--- config.mk ---
export PLATFORM = sky130hd
export DESIGN_NAME = bus_rr_arbiter
export DESIGN_NICKNAME = d
export VERILOG_FILES = /design/src/rtl/bus_rr_arbiter_pkg.sv /design/src/rtl/bus_rr_arbiter_pick.sv /design/src/rtl/bus_rr_arbiter.sv
export SDC_FILE = /design/constraint.sdc
export NUM_CORES = 1
export LEC_CHECK = 0
export ABC_AREA = 1
export CORE_MARGIN = 5
export CORE_UTILIZATION = 46
export CTS_CLUSTER_DIAMETER = 60
export CTS_CLUSTER_SIZE = 14
export DETAILED_ROUTE_END_ITERATION = 7
export PLACE_DENSITY = 0.82
export RECOVER_POWER = 25
export SYNTH_ARGS = -nofsm -noshare
export SYNTH_HDL_FRONTEND = slang
export SYNTH_SLANG_ARGS = --single-unit
--- constraint.sdc ---
create_clock -name clk -period 3.25 [get_ports clk]
set_clock_uncertainty 0.2 [all_clocks]
set_input_delay 0.65 -clock clk [delete_from_list [all_inputs] [get_ports clk]]
set_output_delay 0.65 -clock clk [all_outputs]
set_load 0.02 [all_outputs]
--- src/rtl/bus_rr_arbiter_pkg.sv ---
// Shared types and constants for the four-master round-robin bus arbiter.
package bus_arb_pkg;

    localparam int NUM_M = 4;
    localparam int ID_W  = 2;

    // last_id reset value: the search starts at last_id+1, so master 0 is first after reset
    localparam logic [ID_W-1:0] LAST_ID_RST = 2'd3;

    typedef enum logic [0:0] {
        IDLE = 1'b0,
        OWN  = 1'b1
    } arb_state_e;

    // Master index to one-hot grant vector
    function automatic logic [NUM_M-1:0] id_to_onehot(input logic [ID_W-1:0] id);
        return 4'b0001 << id;
    endfunction

endpackage

--- src/rtl/bus_rr_arbiter_pick.sv ---
// Round-robin picker: first set request bit at or after the start pointer, wrapping mod 4.
module bus_rr_pick
    import bus_arb_pkg::*;
(
    input  logic [NUM_M-1:0] req,
    input  logic [ID_W-1:0]  start,
    output logic             hit,
    output logic [ID_W-1:0]  id
);

    logic [NUM_M-1:0] rot_s;
    logic [ID_W-1:0]  off_s;

    // Rotate requests so the start pointer lands on bit 0, then priority-encode the offset
    always_comb begin
        rot_s = NUM_M'({req, req} >> start);
        casez (rot_s)
            4'b???1: off_s = 2'd0;
            4'b??10: off_s = 2'd1;
            4'b?100: off_s = 2'd2;
            4'b1000: off_s = 2'd3;
            default: off_s = 2'd0;
        endcase
        hit = |req;
        id  = start + off_s;
    end

endmodule

--- src/rtl/bus_rr_arbiter.sv ---
// Four-master round-robin bus arbiter with registered one-hot grants.
// Define BUS_ARB_TIMEOUT_EN to enable the HOLD_MAX hold limit with forced rotation;
// without it the owner keeps the bus until it drops its request.
module bus_rr_arbiter
    import bus_arb_pkg::*;
#(
    parameter int HOLD_MAX = 8
) (
    input  logic             clk,
    input  logic             reset_n,
    input  logic [NUM_M-1:0] m_req,
    output logic [NUM_M-1:0] m_grant,
    output logic [ID_W-1:0]  grant_id,
    output logic             grant_valid,
    output logic [7:0]       hold_cnt
);

`ifdef BUS_ARB_TIMEOUT_EN
    localparam logic TIMEOUT_EN = 1'b1;
`else
    localparam logic TIMEOUT_EN = 1'b0;
`endif
    localparam logic [7:0] HOLD_LIM = 8'(HOLD_MAX - 1);

    arb_state_e       state_r;
    logic [ID_W-1:0]  last_id_r;
    logic [NUM_M-1:0] grant_r;
    logic [ID_W-1:0]  grant_id_r;
    logic             grant_valid_r;
    logic [7:0]       hold_cnt_r;

    logic [ID_W-1:0]  start_s;
    logic [NUM_M-1:0] oth_req_s;
    logic             full_hit_s;
    logic [ID_W-1:0]  full_id_s;
    logic             oth_hit_s;
    logic [ID_W-1:0]  oth_id_s;
    logic             owner_req_s;
    logic             timeout_s;
    logic [7:0]       hold_inc_s;

    assign start_s     = last_id_r + 2'd1;
    assign oth_req_s   = m_req & ~grant_r;
    assign owner_req_s = m_req[grant_id_r];
    assign hold_inc_s  = (hold_cnt_r == 8'hFF) ? 8'hFF : hold_cnt_r + 8'd1;
    // At or past the limit (counter may have run on while nobody else was waiting)
    assign timeout_s   = TIMEOUT_EN & owner_req_s & (hold_cnt_r >= HOLD_LIM) & oth_hit_s;

    bus_rr_pick u_pick_full (
        .req   (m_req),
        .start (start_s),
        .hit   (full_hit_s),
        .id    (full_id_s)
    );

    bus_rr_pick u_pick_oth (
        .req   (oth_req_s),
        .start (start_s),
        .hit   (oth_hit_s),
        .id    (oth_id_s)
    );

    // Arbitration FSM: grant, handoff, forced rotation and hold counting, all registered
    always_ff @(posedge clk or negedge reset_n) begin
        if (!reset_n) begin
            state_r       <= IDLE;
            last_id_r     <= LAST_ID_RST;
            grant_r       <= {NUM_M{1'b0}};
            grant_id_r    <= {ID_W{1'b0}};
            grant_valid_r <= 1'b0;
            hold_cnt_r    <= 8'd0;
        end else begin
            case (state_r)
                IDLE: begin
                    if (full_hit_s) begin
                        state_r       <= OWN;
                        last_id_r     <= full_id_s;
                        grant_r       <= id_to_onehot(full_id_s);
                        grant_id_r    <= full_id_s;
                        grant_valid_r <= 1'b1;
                        hold_cnt_r    <= 8'd0;
                    end else begin
                        state_r       <= IDLE;
                        grant_r       <= {NUM_M{1'b0}};
                        grant_id_r    <= {ID_W{1'b0}};
                        grant_valid_r <= 1'b0;
                        hold_cnt_r    <= 8'd0;
                    end
                end
                OWN: begin
                    if (!owner_req_s) begin
                        if (full_hit_s) begin
                            // Direct handoff, no dead cycle
                            state_r       <= OWN;
                            last_id_r     <= full_id_s;
                            grant_r       <= id_to_onehot(full_id_s);
                            grant_id_r    <= full_id_s;
                            grant_valid_r <= 1'b1;
                            hold_cnt_r    <= 8'd0;
                        end else begin
                            state_r       <= IDLE;
                            grant_r       <= {NUM_M{1'b0}};
                            grant_id_r    <= {ID_W{1'b0}};
                            grant_valid_r <= 1'b0;
                            hold_cnt_r    <= 8'd0;
                        end
                    end else if (timeout_s) begin
                        // Forced rotation to the next waiting master other than the owner
                        state_r       <= OWN;
                        last_id_r     <= oth_id_s;
                        grant_r       <= id_to_onehot(oth_id_s);
                        grant_id_r    <= oth_id_s;
                        grant_valid_r <= 1'b1;
                        hold_cnt_r    <= 8'd0;
                    end else begin
                        state_r       <= OWN;
                        hold_cnt_r    <= hold_inc_s;
                    end
                end
                default: begin
                    state_r       <= IDLE;
                    grant_r       <= {NUM_M{1'b0}};
                    grant_id_r    <= {ID_W{1'b0}};
                    grant_valid_r <= 1'b0;
                    hold_cnt_r    <= 8'd0;
                end
            endcase
        end
    end

    assign m_grant     = grant_r;
    assign grant_id    = grant_id_r;
    assign grant_valid = grant_valid_r;
    assign hold_cnt    = hold_cnt_r;

endmodule

==> results of run 1 <==
[through the flow]
step | setup WS [ps] | utilization [%]
CTS | 815 | 60.4
global placement | 531 | 58.8
detailed placement | 483 | 58.8
floorplan | 1140 | -
global route | 557 | 60.4
finish | 728 | 60.4
[routing by layer]
metal	up-vias	global-route usage (%)	wire, microns
met5	-	0	0
li1	504	-	-
met3	4	2.83	94
met4	0	4.21	27
met1	473	18.8	1070
met2	23	23.5	1060
[power by group through the flow]
stage	registers, uW	logic (uW)	clock network, uW
3_3_place_gp	374	887	0
2_1_floorplan	414	671	0
3_5_place_dp	379	905	0
6_report	376	904	134
4_1_cts	376	913	139
5_1_grt	388	1010	151
[cell type report]
type                       count  area [sq um]  share of cell area [%]
inverter                      16          61.3                    4.50
timing repair buffer          20           200                    14.7
tap                           28          35.0                    2.57
clock buffer                   4          36.3                    2.66
sequential                    18           453                    33.2
multi-input combinational    110           577                    42.3
[cells in the mapped netlist, drive strengths merged]
cell	count
buf	2
o31a	1
a31oi	2
ha	2
dfstp	2
xor2	2
xnor2	1
nor2	5
nand2	73
inv	15
nand4	1
o21a	1
clkinv	1
a211oi	1
nor3	1
o21ai	6
nand3	7
or2	1
dfrtp	16
a21oi	6
[worst paths after layout]
kind,start,endpoint,cells after the start
min in group asynchronous,reset_n,hold_cnt[6]$_DFF_PN0_,1
hold reg to reg,m_grant[2]$_DFFE_PN0N_,m_grant[2]$_DFFE_PN0N_,2
setup reg to reg,last_id_r[0]$_DFFE_PN1P_,m_grant[2]$_DFFE_PN0N_,14
max in group asynchronous,reset_n,grant_id[0]$_DFFE_PN0N_,1
setup / recovery,m_req[3],m_grant[2]$_DFFE_PN0N_,15
hold / removal,m_grant[2]$_DFFE_PN0N_,m_grant[2]$_DFFE_PN0N_,2
[registers in the layout, indices dropped and copies added (netlist names)]
| signal | cells |
|---|---|
| hold_cnt | 8 |
| grant_id | 2 |
| m_grant | 4 |
| grant_valid | 1 |
| state_r | 1 |
| last_id_r | 2 |
[critical path: stages]
cell           delay [ps]
dlygate4sd3_1         620
inv_1                  90
nand2_1                70
nand2_1                50
nand2_1                70
nand2_2                60
a31oi_1               120
nor2_1                 60
ha_1                  200
xor2_2                190
inv_1                  70
nand2_2                80
nand2_4                70
nand3_1                80
nand2_1                50
[kinds of logic after synthesis]
logic type / Yosys count / synth area share [%]
compound gates: 17 / 9.70
buf+inv: 18 / 7.21
xor+xnor: 3 / 3.04
simple gates: 88 / 37.0
flops: 18 / 40.8
fa+ha+maj: 2 / 2.25
==> results by group, run 1 <==
CTS
  – CTS Sinks: 18
  – CTS buffer count: 3
  – Clk buf depth: 2
  – TritonCTS clock tree: built
  – CTS clock-pin slew for the worst setup and hold paths: 100 ps
  – Post CTS Setup Buffer Count: 0
  – H-tree Lvls: 1
  – Worst-Skew Late Latency: 290 ps
  – Hold Buf Count CTS: 0
  – PostCTS Resize Cnt: 0
  – Clock Tree Root: clkbuf_4

Final layout
  – Layout Nets: 177
  – Layout filler cell count: 211
  – Most common cell after layout, fill and taps aside: nand2_1
  – Design area: 1360 sq um
  – ANT cells: 0
  – Area grow syn2layout: 22.8%
  – Share of cells above drive strength 1: 19.0%
  – Non-Filler Instances: 196
  – Commonest non-fill, non-tap cells in the layout: nand2_1, clkdlybuf4s50_1, dfrtp_1

Global routing
  – Total gr overflow: 0
  – Global-route wire length before repair: 3.93 mm
  – Number of global-route vias before repair: 954
  – Initial antenna violation count: 0
  – Gr usage total: 14.3%
  – Pin count of the biggest net entering global routing: 19

Timing
  – Fmax: 0.396 GHz
  – Slew @ Worst Pin: 780 ps
  – Final setup fails: 0
  – Tcrit/Tclk final: 77.6%
  – Slew Limit Fails: 0
  – Unrepaired setup endpoints after global routing: no
  – TNS Setup: 0 ps
  – Fin. Hold Viols: 0
  – Final Critical Period: 2520 ps
  – Slew HR: 47.8%
  – Worst hold slack: 286 ps

Synth
  – Syn Inst Count: 146
  – #FFs+latches synth: 18
  – Syn_nets: 154
  – Top post-synthesis cells by area: dfrtp_1, nand2_1, nand2_2
  – Post-Syn Area: 1110 sq um
  – Synth top area share: 36.1%
  – Register area share after synthesis: 40.8%
  – Synth Warn #: 0
  – Mean Syn Cell Area: 7.60 sq um
  – Library cells used by synthesis: 28
  – Cell taking the most area after synthesis: dfrtp_1

Power and ir drop
  – Pwr Density: 1040 nW/um^2
  – Sw Share: 49.1%
  – Reg power frac: 26.6%
  – Power share of the clock group: 9.5%
  – Static Leak: 0.000664 uW
  – Peak supply drop: 0.772 mV
  – Power share of the combinational group: 63.9%
  – Net switching power figure: 695 uW
  – Cell Int Power: 720 uW
  – Total power: 1410 uW

Detailed routing
  – Avg WL per Cell: 11.5 microns
  – Antenna Nets Post-Route: 0
  – Via Count: 1,004
  – Via density: 5.12
  – Drt total wl: 2.25 mm
  – Number of remaining DRC errors: 0
  – Drt first pass iters: 4
  – DRT iter0 DRCs: 20

Worst setup path
  – Critical Path RT: 3240 ps
  – Setup CP Type: in2reg
  – WP data arrival: 2520 ps
  – CP max FO: 5
  – Reg2reg setup slack: 890 ps
  – Critical Path End Type: flop
  – Critical path launch point type: input port

Die
  – Die height: 59.1 microns
  – Die area: 3500 sq um
  – # rows: 17
  – IO Count: 21
  – Starting Density: 49.2%
  – DIE WIDTH: 59.1 microns
  – Core area: 2250 sq um

Place
  – Area after DPL: 1330 sq um
  – Cell count after placement: 192
  – Buffers on Ports: 20
  – Detailed Place HPWL: 1.76 mm
  – RePlAce Congestion: 0.827

Job
  – Max-Cap Viols: 0

Min path
  – HP Class: reg2reg

Status
  – Status: finished, final reports clean
Note: power is estimated with default switching activity, not from simulation.
==> run 2, diff against run 1 <==
Clock period 3.25 ns to 2.5 ns, I/O delays scaled along.
==> run 2 against run 1 <==
Clock power is 37% higher; routed wire length is 1.4% lower; highest routed layer unchanged; combinational power is 40% higher; total power is 36% higher; worst setup slack worse by 480 ps; via count is 1.5% higher; register-to-register slack worse by 590 ps.
==> results by group, run 2 (same netlist as run 1, synthesis figures left out) <==
Worst setup path
  – CP max FO: 5 (unchanged)
  – Crit path to: m_grant[3]$_DFFE_PN0N_
  – Critical Path RT: 2510 ps (-730 ps)
  – RR Startpoint: last_id_r[0]$_DFFE_PN1P_
  – Reg2Reg Depth: 14 (unchanged)
  – Setup crit start: m_req[3]
  – R2R Path End: m_grant[3]$_DFFE_PN0N_
  – WP data arrival: 2270 ps (-250 ps)
  – Critical path launch point type: input port
  – Reg2reg setup slack: 300 ps (-590 ps)
  – Critical Path End Type: flop
  – Setup CP Type: in2reg

Final layout
  – Design area: 1430 sq um (+5.2%)
  – Layout filler cell count: 200 (-5.2%)
  – Multi-input gate area: 577 sq um (unchanged)
  – ANT cells: 0 (unchanged)
  – Layout Nets: 187 (+5.6%)
  – Register area: 453 sq um (unchanged)
  – Finished Core Util: 63.6% (+3.2 points)
  – Most common cell after layout, fill and taps aside: nand2_1
  – Share of cells above drive strength 1: 23.0% (+4.0 points)
  – Commonest non-fill, non-tap cells in the layout: nand2_1, clkdlybuf4s50_1, dfrtp_1
  – Area grow syn2layout: 29.2%
  – Largest register FFs: 8 (unchanged)

CTS
  – CTS buffer count: 3 (unchanged)
  – CTS Sinks: 18 (unchanged)
  – H-tree Lvls: 1 (unchanged)
  – Clock Tree Root: clkbuf_4
  – TritonCTS clock tree: built
  – Worst-Skew Late Latency: 310 ps (+20 ps)
  – CTS clock-pin slew for the worst setup and hold paths: 100 ps (about the same)
  – PostCTS Resize Cnt: 0 (unchanged)
  – Clk buf depth: 2 (unchanged)

Place
  – Detailed Place HPWL: 1.78 mm (+1.4%)
  – Area after DPL: 1390 sq um (+4.5%)
  – Buffers on Ports: 20 (unchanged)
  – RePlAce Congestion: 0.836 (+1.1%)

Die
  – Die area: 3500 sq um (unchanged)
  – IO Count: 21 (unchanged)
  – Starting Density: 49.2% (unchanged)
  – # rows: 17 (unchanged)
  – Die height: 59.1 microns (unchanged)
  – Core area: 2250 sq um (unchanged)
  – DIE WIDTH: 59.1 microns (unchanged)

Min path
  – Hold Crit Start: m_grant[2]$_DFFE_PN0N_
  – HP Class: reg2reg

Timing
  – Slew HR: 39.1% (-8.7 points)
  – Final Critical Period: 2260 ps
  – Final setup fails: 0 (unchanged)
  – Unrepaired setup endpoints after global routing: no
  – Fin. Hold Viols: 0 (unchanged)
  – Slew @ Worst Pin: 914 ps (+133 ps)
  – Tcrit/Tclk final: 90.2%
  – Fmax: 0.443 GHz
  – Slew Limit Fails: 0 (unchanged)
  – Worst hold slack: 286 ps (+0.503 ps)

Job
  – Max-Cap Viols: 0 (unchanged)

Detailed routing
  – DRT iter0 DRCs: 39 (+95%)
  – Via density: 4.95 (-3.4%)
  – Via Count: 1,019 (+1.5%)
  – Avg WL per Cell: 10.8 microns (-6.2%)
  – Antenna Nets Post-Route: 0 (unchanged)
  – Number of remaining DRC errors: 0 (unchanged)
  – Drt first pass iters: 4 (unchanged)
  – Drt total wl: 2.22 mm (-1.4%)

Power and ir drop
  – Power share of the combinational group: 66.1% (+2.2 points)
  – Sw Share: 47.7% (-1.4 points)
  – Peak supply drop: 0.716 mV (-7.3%)
  – Power share of the clock group: 9.6% (about the same)
  – Static Leak: 0.000709 uW (+6.8%)
  – Total power: 1930 uW (+36%)
  – Cell Int Power: 1010 uW (+40%)
  – Pwr Density: 1340 nW/um^2 (+29%)
  – Reg power frac: 24.4% (-2.2 points)
  – Net switching power figure: 918 uW (+32%)

Status
  – Status: finished, final reports clean

Global routing
  – Pin count of the biggest net entering global routing: 19 (unchanged)
  – Initial antenna violation count: 0 (unchanged)
  – Total gr overflow: 0 (unchanged)
  – Global-route wire length before repair: 4.11 mm (+4.6%)
  – Number of global-route vias before repair: 979 (+2.6%)
  – Gr usage total: 14.9% (+0.63 points)
run 2: what timing repair did:
item / 4_1_cts / 5_1_grt
setup endpoints to repair: 0 / 6
setup buffers: 0 / 2
hold buffers: 0 / 0
run 2: critical path, cell delays in order:
cell             delay [ps]
clkdlybuf4s50_1         520
inv_1                    90
nand2_1                  70
nand2_1                  50
nand2_1                  70
nand2_2                  60
a31oi_1                 120
nor2_1                   60
ha_1                    210
xor2_2                  190
inv_1                    70
nand2_2                  80
nand2_4                  70
nand3_1                  70
nand2_1                  50
run 2: worst min-delay path by stage:
| stage | cells past startpoint | end |
|---|---|---|
| after floorplan | 0 | grant_id[0]$_DFFE_PN0N_ |
| after global placement | 2 | m_grant[3]$_DFFE_PN0N_ |
| after detailed placement | 2 | m_grant[2]$_DFFE_PN0N_ |
| after CTS | 2 | hold_cnt[6]$_DFF_PN0_ |
| after global routing | 2 | m_grant[2]$_DFFE_PN0N_ |
| final | 2 | m_grant[2]$_DFFE_PN0N_ |
run 2: metal layers:
metal,up-vias,global-route usage (%),wire (microns)
met5,-,0,0
li1,523,-,-
met2,21,24.1,1060
met4,0,4.85,21
met3,2,2.83,91
met1,473,19.9,1050
run 2: final cells by class:
type / count / area share [%]
Timing Repair Buffer: 30 / 18.9
Clock buffer: 4 / 2.53
Tap cell: 28 / 2.44
Sequential cell: 18 / 31.6
Multi-Input combinational cell: 110 / 40.2
Inverter: 16 / 4.28
run 2: per-stage QoR:
stage / setup WS, ps / std cells / TNS (ps)
after floorplan: 394 / 146 / 0
after detailed placement: -100 / 200 / -392
after global routing: 16.1 / 206 / 0
after global placement: -40.0 / 200 / -95.3
final: 245 / 206 / 0
after CTS: 156 / 204 / 0
run 2: power groups by stage:
stage / Combinational [uW] / Sequential [uW] / Clock [uW]
2_1_floorplan: 872 / 539 / 0
3_3_place_gp: 1210 / 487 / 0
3_5_place_dp: 1240 / 492 / 0
4_1_cts: 1250 / 485 / 191
5_1_grt: 1430 / 482 / 204
6_report: 1270 / 469 / 184
